File: config.mk
export PLATFORM = sky130hd
export DESIGN_NAME = mtm_alu_frame_ctrl_flat
export DESIGN_NICKNAME = d
export VERILOG_FILES = /design/src/rtl/mtm_alu_frame_ctrl_if.sv /design/src/rtl/mtm_alu_frame_ctrl.sv /design/src/flat_wrapper.sv
export SDC_FILE = /design/constraint.sdc
export NUM_CORES = 1
export LEC_CHECK = 0
export CAP_MARGIN = 20
export CORE_MARGIN = 4
export CORE_UTILIZATION = 50
export DETAILED_ROUTE_END_ITERATION = 10
export PLACE_DENSITY = 0.75
export SYNTH_ARGS = -nofsm -noshare
export SYNTH_HDL_FRONTEND = slang
export SYNTH_SLANG_ARGS = --single-unit
File: constraint.sdc
create_clock -name clk -period 4.9 [get_ports clk]
set_input_delay 0.98 -clock clk [delete_from_list [all_inputs] [get_ports clk]]
set_output_delay 0.98 -clock clk [all_outputs]
set_load 0.01 [all_outputs]
File: src/rtl/mtm_alu_frame_ctrl_if.sv
// Packet input, result handshake and status signals between the deserializer,
// the frame controller and the ALU core.
interface mtm_alu_frame_ctrl_if;
    logic        pkt_valid;
    logic [9:0]  pkt;
    logic        out_valid;
    logic        out_ready;
    logic [31:0] out_a;
    logic [31:0] out_b;
    logic [2:0]  out_op;
    logic        out_err;
    logic [2:0]  out_flags;
    logic        busy;
    logic        overrun;

    // Packet/ready source (deserializer + core side)
    modport master (
        output pkt_valid, pkt, out_ready,
        input  out_valid, out_a, out_b, out_op, out_err, out_flags, busy, overrun
    );

    // Frame controller side
    modport slave (
        input  pkt_valid, pkt, out_ready,
        output out_valid, out_a, out_b, out_op, out_err, out_flags, busy, overrun
    );
endinterface

File: src/rtl/mtm_alu_frame_ctrl.sv
// Frame sequencer: gathers 8 data packets and a CMD packet into one operation,
// validates count, CRC-4 and opcode, then offers a command or a one-hot error
// result to the ALU core over a valid/ready handshake.
module mtm_alu_frame_ctrl #(
    parameter int unsigned TIMEOUT_CYCLES = 1024
) (
    input logic                 clk,
    input logic                 rst,
    mtm_alu_frame_ctrl_if.slave bus
);

    localparam int unsigned TimerW = $clog2(TIMEOUT_CYCLES);
    localparam logic [TimerW-1:0] TimerMax = TimerW'(TIMEOUT_CYCLES - 1);

    typedef enum logic [1:0] {StIdle, StCollect, StCheck, StIssue} state_e;

    state_e            state_q, state_d;
    logic [3:0]        cnt_q, cnt_d;
    logic [TimerW-1:0] timer_q, timer_d;
    logic [63:0]       shift_q, shift_d;
    logic [2:0]        cmd_op_q, cmd_op_d;
    logic [3:0]        cmd_crc_q, cmd_crc_d;
    logic              res_valid_q, res_valid_d;
    logic [31:0]       res_a_q, res_a_d;
    logic [31:0]       res_b_q, res_b_d;
    logic [2:0]        res_op_q, res_op_d;
    logic              res_err_q, res_err_d;
    logic [2:0]        res_flags_q, res_flags_d;
    logic              overrun_q, overrun_d;

    logic       pkt_is_cmd;
    logic [7:0] pkt_byte;
    logic       pkt_stop;
    logic [3:0] crc_calc;
    logic       start_frame;

    // CRC-4, polynomial x^4+x+1, zero init, MSB first
    function automatic logic [3:0] crc4(input logic [67:0] bits);
        logic [3:0] c;
        logic       fb;
        c = 4'b0000;
        for (int i = 67; i >= 0; i--) begin
            fb = c[3] ^ bits[i];
            c  = {c[2:0], 1'b0} ^ (fb ? 4'b0011 : 4'b0000);
        end
        return c;
    endfunction

    assign pkt_is_cmd = bus.pkt[9];
    assign pkt_byte   = bus.pkt[8:1];
    assign pkt_stop   = bus.pkt[0];
    assign crc_calc   = crc4({shift_q, 1'b1, cmd_op_q});

    // Next-state and result computation
    always_comb begin
        state_d     = state_q;
        cnt_d       = cnt_q;
        timer_d     = timer_q;
        shift_d     = shift_q;
        cmd_op_d    = cmd_op_q;
        cmd_crc_d   = cmd_crc_q;
        res_valid_d = res_valid_q;
        res_a_d     = res_a_q;
        res_b_d     = res_b_q;
        res_op_d    = res_op_q;
        res_err_d   = res_err_q;
        res_flags_d = res_flags_q;
        overrun_d   = overrun_q;
        start_frame = 1'b0;

        unique case (state_q)
            StIdle: start_frame = 1'b1;
            StCollect: begin
                if (bus.pkt_valid) begin
                    timer_d = '0;
                    if (!pkt_stop) begin
                        state_d = StIdle;
                        cnt_d   = 4'd0;
                    end else if (pkt_is_cmd) begin
                        cmd_op_d  = pkt_byte[6:4];
                        cmd_crc_d = pkt_byte[3:0];
                        state_d   = StCheck;
                    end else begin
                        shift_d = {shift_q[55:0], pkt_byte};
                        cnt_d   = (cnt_q == 4'd9) ? 4'd9 : cnt_q + 4'd1;
                    end
                end else if (timer_q == TimerMax) begin
                    state_d = StIdle;
                    cnt_d   = 4'd0;
                    timer_d = '0;
                end else begin
                    timer_d = timer_q + 1'b1;
                end
            end
            StCheck: begin
                if (bus.pkt_valid) overrun_d = 1'b1;
                res_valid_d = 1'b1;
                res_a_d     = shift_q[31:0];
                res_b_d     = shift_q[63:32];
                res_op_d    = cmd_op_q;
                res_err_d   = 1'b1;
                res_flags_d = 3'b000;
                if (cnt_q != 4'd8)             res_flags_d = 3'b100;
                else if (crc_calc != cmd_crc_q) res_flags_d = 3'b010;
                else if (cmd_op_q[1])           res_flags_d = 3'b001;
                else                            res_err_d   = 1'b0;
                state_d = StIssue;
            end
            StIssue: begin
                if (res_valid_q && bus.out_ready) begin
                    res_valid_d = 1'b0;
                    state_d     = StIdle;
                    cnt_d       = 4'd0;
                    start_frame = 1'b1;
                end else if (bus.pkt_valid) begin
                    overrun_d = 1'b1;
                end
            end
            default: state_d = StIdle;
        endcase

        // A packet seen in IDLE, or in the handshake cycle, opens a new frame
        if (start_frame && bus.pkt_valid) begin
            if (!pkt_stop) begin
                state_d = StIdle;
                cnt_d   = 4'd0;
            end else if (pkt_is_cmd) begin
                cmd_op_d  = pkt_byte[6:4];
                cmd_crc_d = pkt_byte[3:0];
                cnt_d     = 4'd0;
                state_d   = StCheck;
            end else begin
                shift_d = {shift_q[55:0], pkt_byte};
                cnt_d   = 4'd1;
                timer_d = '0;
                state_d = StCollect;
            end
        end
    end

    // State and output registers
    always_ff @(posedge clk or posedge rst) begin
        if (rst) begin
            state_q     <= StIdle;
            cnt_q       <= 4'd0;
            timer_q     <= '0;
            shift_q     <= 64'd0;
            cmd_op_q    <= 3'd0;
            cmd_crc_q   <= 4'd0;
            res_valid_q <= 1'b0;
            res_a_q     <= 32'd0;
            res_b_q     <= 32'd0;
            res_op_q    <= 3'd0;
            res_err_q   <= 1'b0;
            res_flags_q <= 3'd0;
            overrun_q   <= 1'b0;
        end else begin
            state_q     <= state_d;
            cnt_q       <= cnt_d;
            timer_q     <= timer_d;
            shift_q     <= shift_d;
            cmd_op_q    <= cmd_op_d;
            cmd_crc_q   <= cmd_crc_d;
            res_valid_q <= res_valid_d;
            res_a_q     <= res_a_d;
            res_b_q     <= res_b_d;
            res_op_q    <= res_op_d;
            res_err_q   <= res_err_d;
            res_flags_q <= res_flags_d;
            overrun_q   <= overrun_d;
        end
    end

    assign bus.out_valid = res_valid_q;
    assign bus.out_a     = res_a_q;
    assign bus.out_b     = res_b_q;
    assign bus.out_op    = res_op_q;
    assign bus.out_err   = res_err_q;
    assign bus.out_flags = res_flags_q;
    assign bus.busy      = (state_q != StIdle);
    assign bus.overrun   = overrun_q;

endmodule

File: src/flat_wrapper.sv
// flat-port wrapper written by rule: the top's interface ports become plain ports
module mtm_alu_frame_ctrl_flat 
#(
    parameter int unsigned TIMEOUT_CYCLES = 1024
)
  (clk, rst, bus_pkt_valid, bus_pkt, bus_out_ready, bus_out_valid, bus_out_a, bus_out_b, bus_out_op, bus_out_err, bus_out_flags, bus_busy, bus_overrun);
  mtm_alu_frame_ctrl_if bus_i ();
  input logic clk;
  input logic rst;
  input wire logic [$bits(bus_i.pkt_valid)-1:0] bus_pkt_valid;
  input wire logic [$bits(bus_i.pkt)-1:0] bus_pkt;
  input wire logic [$bits(bus_i.out_ready)-1:0] bus_out_ready;
  output wire logic [$bits(bus_i.out_valid)-1:0] bus_out_valid;
  output wire logic [$bits(bus_i.out_a)-1:0] bus_out_a;
  output wire logic [$bits(bus_i.out_b)-1:0] bus_out_b;
  output wire logic [$bits(bus_i.out_op)-1:0] bus_out_op;
  output wire logic [$bits(bus_i.out_err)-1:0] bus_out_err;
  output wire logic [$bits(bus_i.out_flags)-1:0] bus_out_flags;
  output wire logic [$bits(bus_i.busy)-1:0] bus_busy;
  output wire logic [$bits(bus_i.overrun)-1:0] bus_overrun;
  assign bus_i.pkt_valid = bus_pkt_valid;
  assign bus_i.pkt = bus_pkt;
  assign bus_i.out_ready = bus_out_ready;
  assign bus_out_valid = bus_i.out_valid;
  assign bus_out_a = bus_i.out_a;
  assign bus_out_b = bus_i.out_b;
  assign bus_out_op = bus_i.out_op;
  assign bus_out_err = bus_i.out_err;
  assign bus_out_flags = bus_i.out_flags;
  assign bus_busy = bus_i.busy;
  assign bus_overrun = bus_i.overrun;
  mtm_alu_frame_ctrl #(.TIMEOUT_CYCLES(TIMEOUT_CYCLES)) u_core (.clk(clk), .rst(rst), .bus(bus_i));
endmodule
# Word-level counts from Yosys, hierarchy flattened

Index checks and enable logic that the tools add are counted.
Widths: inputs -> output; s select.

Register bits: 160
Latch bits: 0
Bits in writable memories: 0
ROM bits: 0
Bits of input ports: 14
Output and inout port bits: 74
Word-level logic and storage cells: 299
Memories kept: 0

$add $sub $neg: 2
Multiply operators: 0
Divide/modulo/power cells: 0
Order comparisons: 0
Equal/unequal tests: 13
Shift-type cells: 0
Mux-type cells: 127
Bitwise logic cells: 133
Reduce and logical (&&, ||, !) cells: 11

Operators by type and width:

| operator              | number |
|---|---|
| $mux 64               | 7 |
| $xor 4x4->4           | 67 |
| $mux 2                | 76 |
| $xor 1x1->1           | 65 |
| $mux 10               | 6 |
| $mux 4                | 15 |
| $mux 3                | 9 |
| $add 10x1->10 const B | 1 |
| $eq 10x10->1 const B  | 1 |
| $ne 5x4->1 const B    | 2 |
| $mux 1                | 9 |
| $pmux 4 s2            | 1 |
| $reduce_and 4->1      | 2 |
| $pmux 1 s2            | 3 |
| $pmux 2 s3            | 1 |
| $add 4x1->4 const B   | 1 |
| $eq 2x2->1 const B    | 2 |
| $eq 4x4->1 const B    | 1 |
| $ne 4x2->1 const B    | 1 |
| $ne 4x4->1            | 1 |
| $ne 4x4->1 const B    | 1 |
| $reduce_and 2->1      | 2 |
| $reduce_bool 2->1     | 2 |
| $reduce_bool 4->1     | 1 |
| 8 further kinds       | 9 |

# Longest topological paths before layout

Depth after elaboration: 203
Depth in mapped cells: 12
Mapped depth without buffers: 11

# Least setup slack after synthesis

Ideal clock, no wire load.

Path kind: register to register
Start point: register u_core.shift_q[53]
End point: register u_core.res_flags_q[0] (netlist: u_core.bus.out_flags[0])
Setup time: 66 ps
Arrival: 3799 ps
Data required time: 4834 ps
Slack: 1035 ps
Stages on the path, launching flop included: 12
Path buffers: 0
Period minus slack after synthesis: 3865 ps
Path through: dfrtp_1 -> xnor3_2 -> xor2_2 -> xnor3_1 -> xnor3_2 -> xnor2_2 -> xnor3_2 -> xnor3_1 -> or3b_1 -> a211o_1 -> a21oi_2 -> a32o_2

Word-level cells in the longest chain between the ends: 100
Elaborated cells on any way between the ends: 170
Those cells by class: eq/ne: 1; mux: 57; bitwise: 112

RTL lines:

| item                          | RTL line                  | text |
|---|---|---|
| start, declared               | mtm_alu_frame_ctrl.sv:20  | `logic [63:0] shift_q, shift_d;` |
| start signal, assigned        | mtm_alu_frame_ctrl.sv:161 | `shift_q <= shift_d;` |
| $xor 1x1->1 (*)               | mtm_alu_frame_ctrl.sv:43  | `fb = c[3] ^ bits[i];` |
| $mux 2 (*)                    | mtm_alu_frame_ctrl.sv:44  | `c = {c[2:0], 1'b0} ^ (fb ? 4'b0011 : 4'b0000);` |
| $xor 4x4->4 (*) (3 in series) | mtm_alu_frame_ctrl.sv:44  |  |
| $xor 1x1->1                   | mtm_alu_frame_ctrl.sv:43  |  |
| $mux 2                        | mtm_alu_frame_ctrl.sv:44  |  |
| $xor 4x4->4 (*) (3 in series) | mtm_alu_frame_ctrl.sv:44  |  |
| $xor 1x1->1                   | mtm_alu_frame_ctrl.sv:43  |  |
| $mux 2                        | mtm_alu_frame_ctrl.sv:44  |  |
| [... 78 more ...]             | n/a                       |  |
| $mux 2                        | mtm_alu_frame_ctrl.sv:44  |  |
| $xor 4x4->4 (*) (3 in series) | mtm_alu_frame_ctrl.sv:44  |  |
| $xor 1x1->1                   | mtm_alu_frame_ctrl.sv:43  |  |
| $mux 2                        | mtm_alu_frame_ctrl.sv:44  |  |
| $xor 4x4->4 (*)               | mtm_alu_frame_ctrl.sv:44  |  |
| $ne 4x4->1 (*)                | mtm_alu_frame_ctrl.sv:104 | `else if (crc_calc != cmd_crc_q) res_flags_d = 3'b010;` |
| $mux 3 (*)                    | mtm_alu_frame_ctrl.sv:104 |  |
| $mux 3 (*)                    | mtm_alu_frame_ctrl.sv:103 | `if (cnt_q != 4'd8) res_flags_d = 3'b100;` |
| end signal, assigned          | mtm_alu_frame_ctrl.sv:169 | `res_flags_q <= res_flags_d;` |
| end, declared                 | mtm_alu_frame_ctrl.sv:28  | `logic [2:0] res_flags_q, res_flags_d;` |

Every way passes the cells marked *; elsewhere a longest branch is shown, timed or not.
A chain may end at the register's enable or synchronous reset.

# Worst setup path in the final report

Ends and elaborated chain as after synthesis.

==> results.md <==
* Yosys top cell area share at 51.4%
* EDFF count, synth at 0
* CP Capture Type: register
* Starting density of the core at 51.0%
* Pin count of the biggest net entering global routing at about 160
* CTS HTree Levels at 4
* Synthesized cell area at 0.00779 mm^2
* # hold bufs at CTS at 0
* Routed len/inst at 17.8 um
* Async SR Flop Fraction at 100%
* PortBufs at 87
* CTS tree: done
* Total track usage at approximately 18%
* Post-Route WL at 15,400 um
* # setup viols final at 0
* Hold Path Class: register to register
* Clk buf depth at 2
* Reg2Reg Setup Slack at 0.76 ns
* Total negative slack at 0 ns
* Max-cap viol count at 0
* YS warnings at 0
* Fmax at roughly 240 MHz
* Drt drc at 0
* RePlAce Congestion at 0.812
* Layout net count at 661
* Post-CTS Setup Inserts at 0
* Cts bufs inserted at 17
* Worst-Skew Late Latency at 0.43 ns
* Arrival time worst endpoint at 4.51 ns
* # fillers at 1,180
* CP startpoint kind: register
* Width of the die at 133 um
* Gr ovfl total at 0
* Ratio of final minimum period to clock period at 84.6%
* Syn_nets at 571
* Skew final at approximately 0.0076 ns
* Num ports at 88
* Status: complete, no violations
* Most frequently used flop master after synthesis: dfrtp_1
* Commonest non-fill, non-tap cell in the layout: dfrtp_1
* DRT iter0 DRCs at 240
* Via Count at 4,525
* Worst R2R Path Depth at 11
* Rows at 45
* Register area share after synthesis at roughly half
* Slew headroom at 41.7%
* Slew Viols, Final at 0
* Final hold vios at 0
* Half-perimeter wire length after detailed placement at 10,800 um
* Dpl ws at just under 0.8 ns
* Post-cts gate resize count at 0
* Ant diodes at 0
* Post-Syn Area per Cell at 14.1 um^2
* Final worst path period need at 4.14 ns
* Syn-to-layout area delta at 21.7%
* Crit path max fanout at 5
* Core area at about 0.015 mm^2
* Syn Inst Count at 552
* Synth Register Bits at 160
* Die span in y at 133 um
* Layout cells sized above 1 at 29.8%
* DR vias/cell at 5.23
* Die ar. at 0.0176 mm^2
* TritonCTS Sinks at 160
* Root Driver: clkbuf_16
* Distinct cells, synth at 42
* Worst-path clk slew at roughly 0.060 ns
* Post-synth top area cell: dfrtp_1
* Initial antenna violation count at 0
* Slew @ Worst Pin at 0.875 ns
* First-pass GRT wire length at 25,400 um
* Most frequent cells in the layout: dfrtp_1, mux2_2, clkdlybuf4s50_1, xnor2_1, nor2_1
* Required time of the critical path at 5.26 ns
* Final worst slack at about 0.76 ns
* Drt first pass iters at 4
* Area contributors post-synth: dfrtp_1, mux2_2, xnor3_1, xnor2_1, xor2_1
* RSZ-0062 raised after global routing: false
* Hold Path Depth at 1
* Critical path type: register to register
* Routed Antenna Nets at 0
* Vias in the first global route at 4,809
==> critical path: stages (launching register included) <==
cell and delay, ns:
dfrtp_1 0.42, xnor3_2 0.50, xor2_2 0.24, xnor3_1 0.38, xnor3_2 0.44, xnor2_2 0.26, xnor3_2 0.39, xnor3_1 0.42
or3b_1 0.38, a211o_1 0.28, a21oi_2 0.19, a32o_2 0.18
==> layer usage <==
| layer | up-vias | track usage, % | part of all wire (%) |
|---|---|---|---|
| li1 | 2122 | - | - |
| met1 | 2296 | 23.7 | 45 |
| met3 | 24 | 4.37 | 3.5 |
| met4 | 0 | 7.27 | 2.2 |
| met5 | - | 0 | 0 |
| met2 | 83 | 30.1 | 50 |
==> metrics by stage <==
step	area [um^2]	std cells	hold WS [ns]	utilization [%]
final	9480	866	0.461	62.1
after global routing	9480	866	0.496	62.1
after CTS	9480	866	0.469	62.1
after detailed placement	8910	834	0.454	58.4
after global placement	8910	834	0.451	58.4
after floorplan	7790	552	0.468	-
==> worst paths after layout <==
path | from | to
setup / recovery | u_core.shift_q[53] | u_core.bus.out_flags[0]
hold / removal | u_core.bus.overrun | u_core.bus.overrun
setup reg to reg | u_core.shift_q[53] | u_core.bus.out_flags[0]
hold reg to reg | u_core.bus.overrun | u_core.bus.overrun
max in group asynchronous | rst | u_core.bus.out_a[6]
min in group asynchronous | rst | u_core.bus.out_b[16]
==> state kept, by name (all words and copies together) (netlist names) <==
signal                flops
u_core.bus.out_op         3
u_core.bus.out_a         32
u_core.bus.out_b         32
u_core.timer_q           10
u_core.cmd_crc_q          4
u_core.cnt_q              4
u_core.cmd_op_q           3
u_core.bus.out_err        1
u_core.bus.out_valid      1
u_core.shift_q           64
u_core.bus.overrun        1
u_core.state_q            2
u_core.bus.out_flags      3
==> kinds of logic after synthesis <==
kind of cell	share of synthesized area (%)
flops	51.4
mux	20.2
xor+xnor	18.4
simple gates	4.08
compound gates	3.58
buf+inv	1.46
fa+ha+maj	0.803
==> synthesized netlist by cell type (2+ instances only) <==
cell,instances
and3_1,7
o31ai_1,3
a21oi_1,17
xnor3_1,22
or3_1,3
mux2i_1,2
o21ai_0,11
xor3_1,2
nor3b_1,6
o211ai_1,2
o22ai_1,2
xnor2_1,47
nand3_1,2
xor2_1,21
clkbuf_1,19
inv_1,10
a311o_1,2
xnor3_2,6
mux2_2,138
dfrtp_1,160
xnor2_2,7
nand2_1,11
nor2_1,27
ha_1,5
nor3_1,3
==> area by class of cell <==
type | count | area [um^2] | share of cell area (%)
inverters | 10 | 41.3 | 0.436
clock inverters | 12 | 110 | 1.16
well taps | 211 | 264 | 2.79
repair buffers | 91 | 926 | 9.77
clock buffers | 20 | 457 | 4.82
multi-input cells | 362 | 3670 | 38.8
flip-flops and latches | 160 | 4000 | 42.2
Power is not shown: default switching activity piles up to over one toggle a cycle in this logic, so the estimate is an artifact.
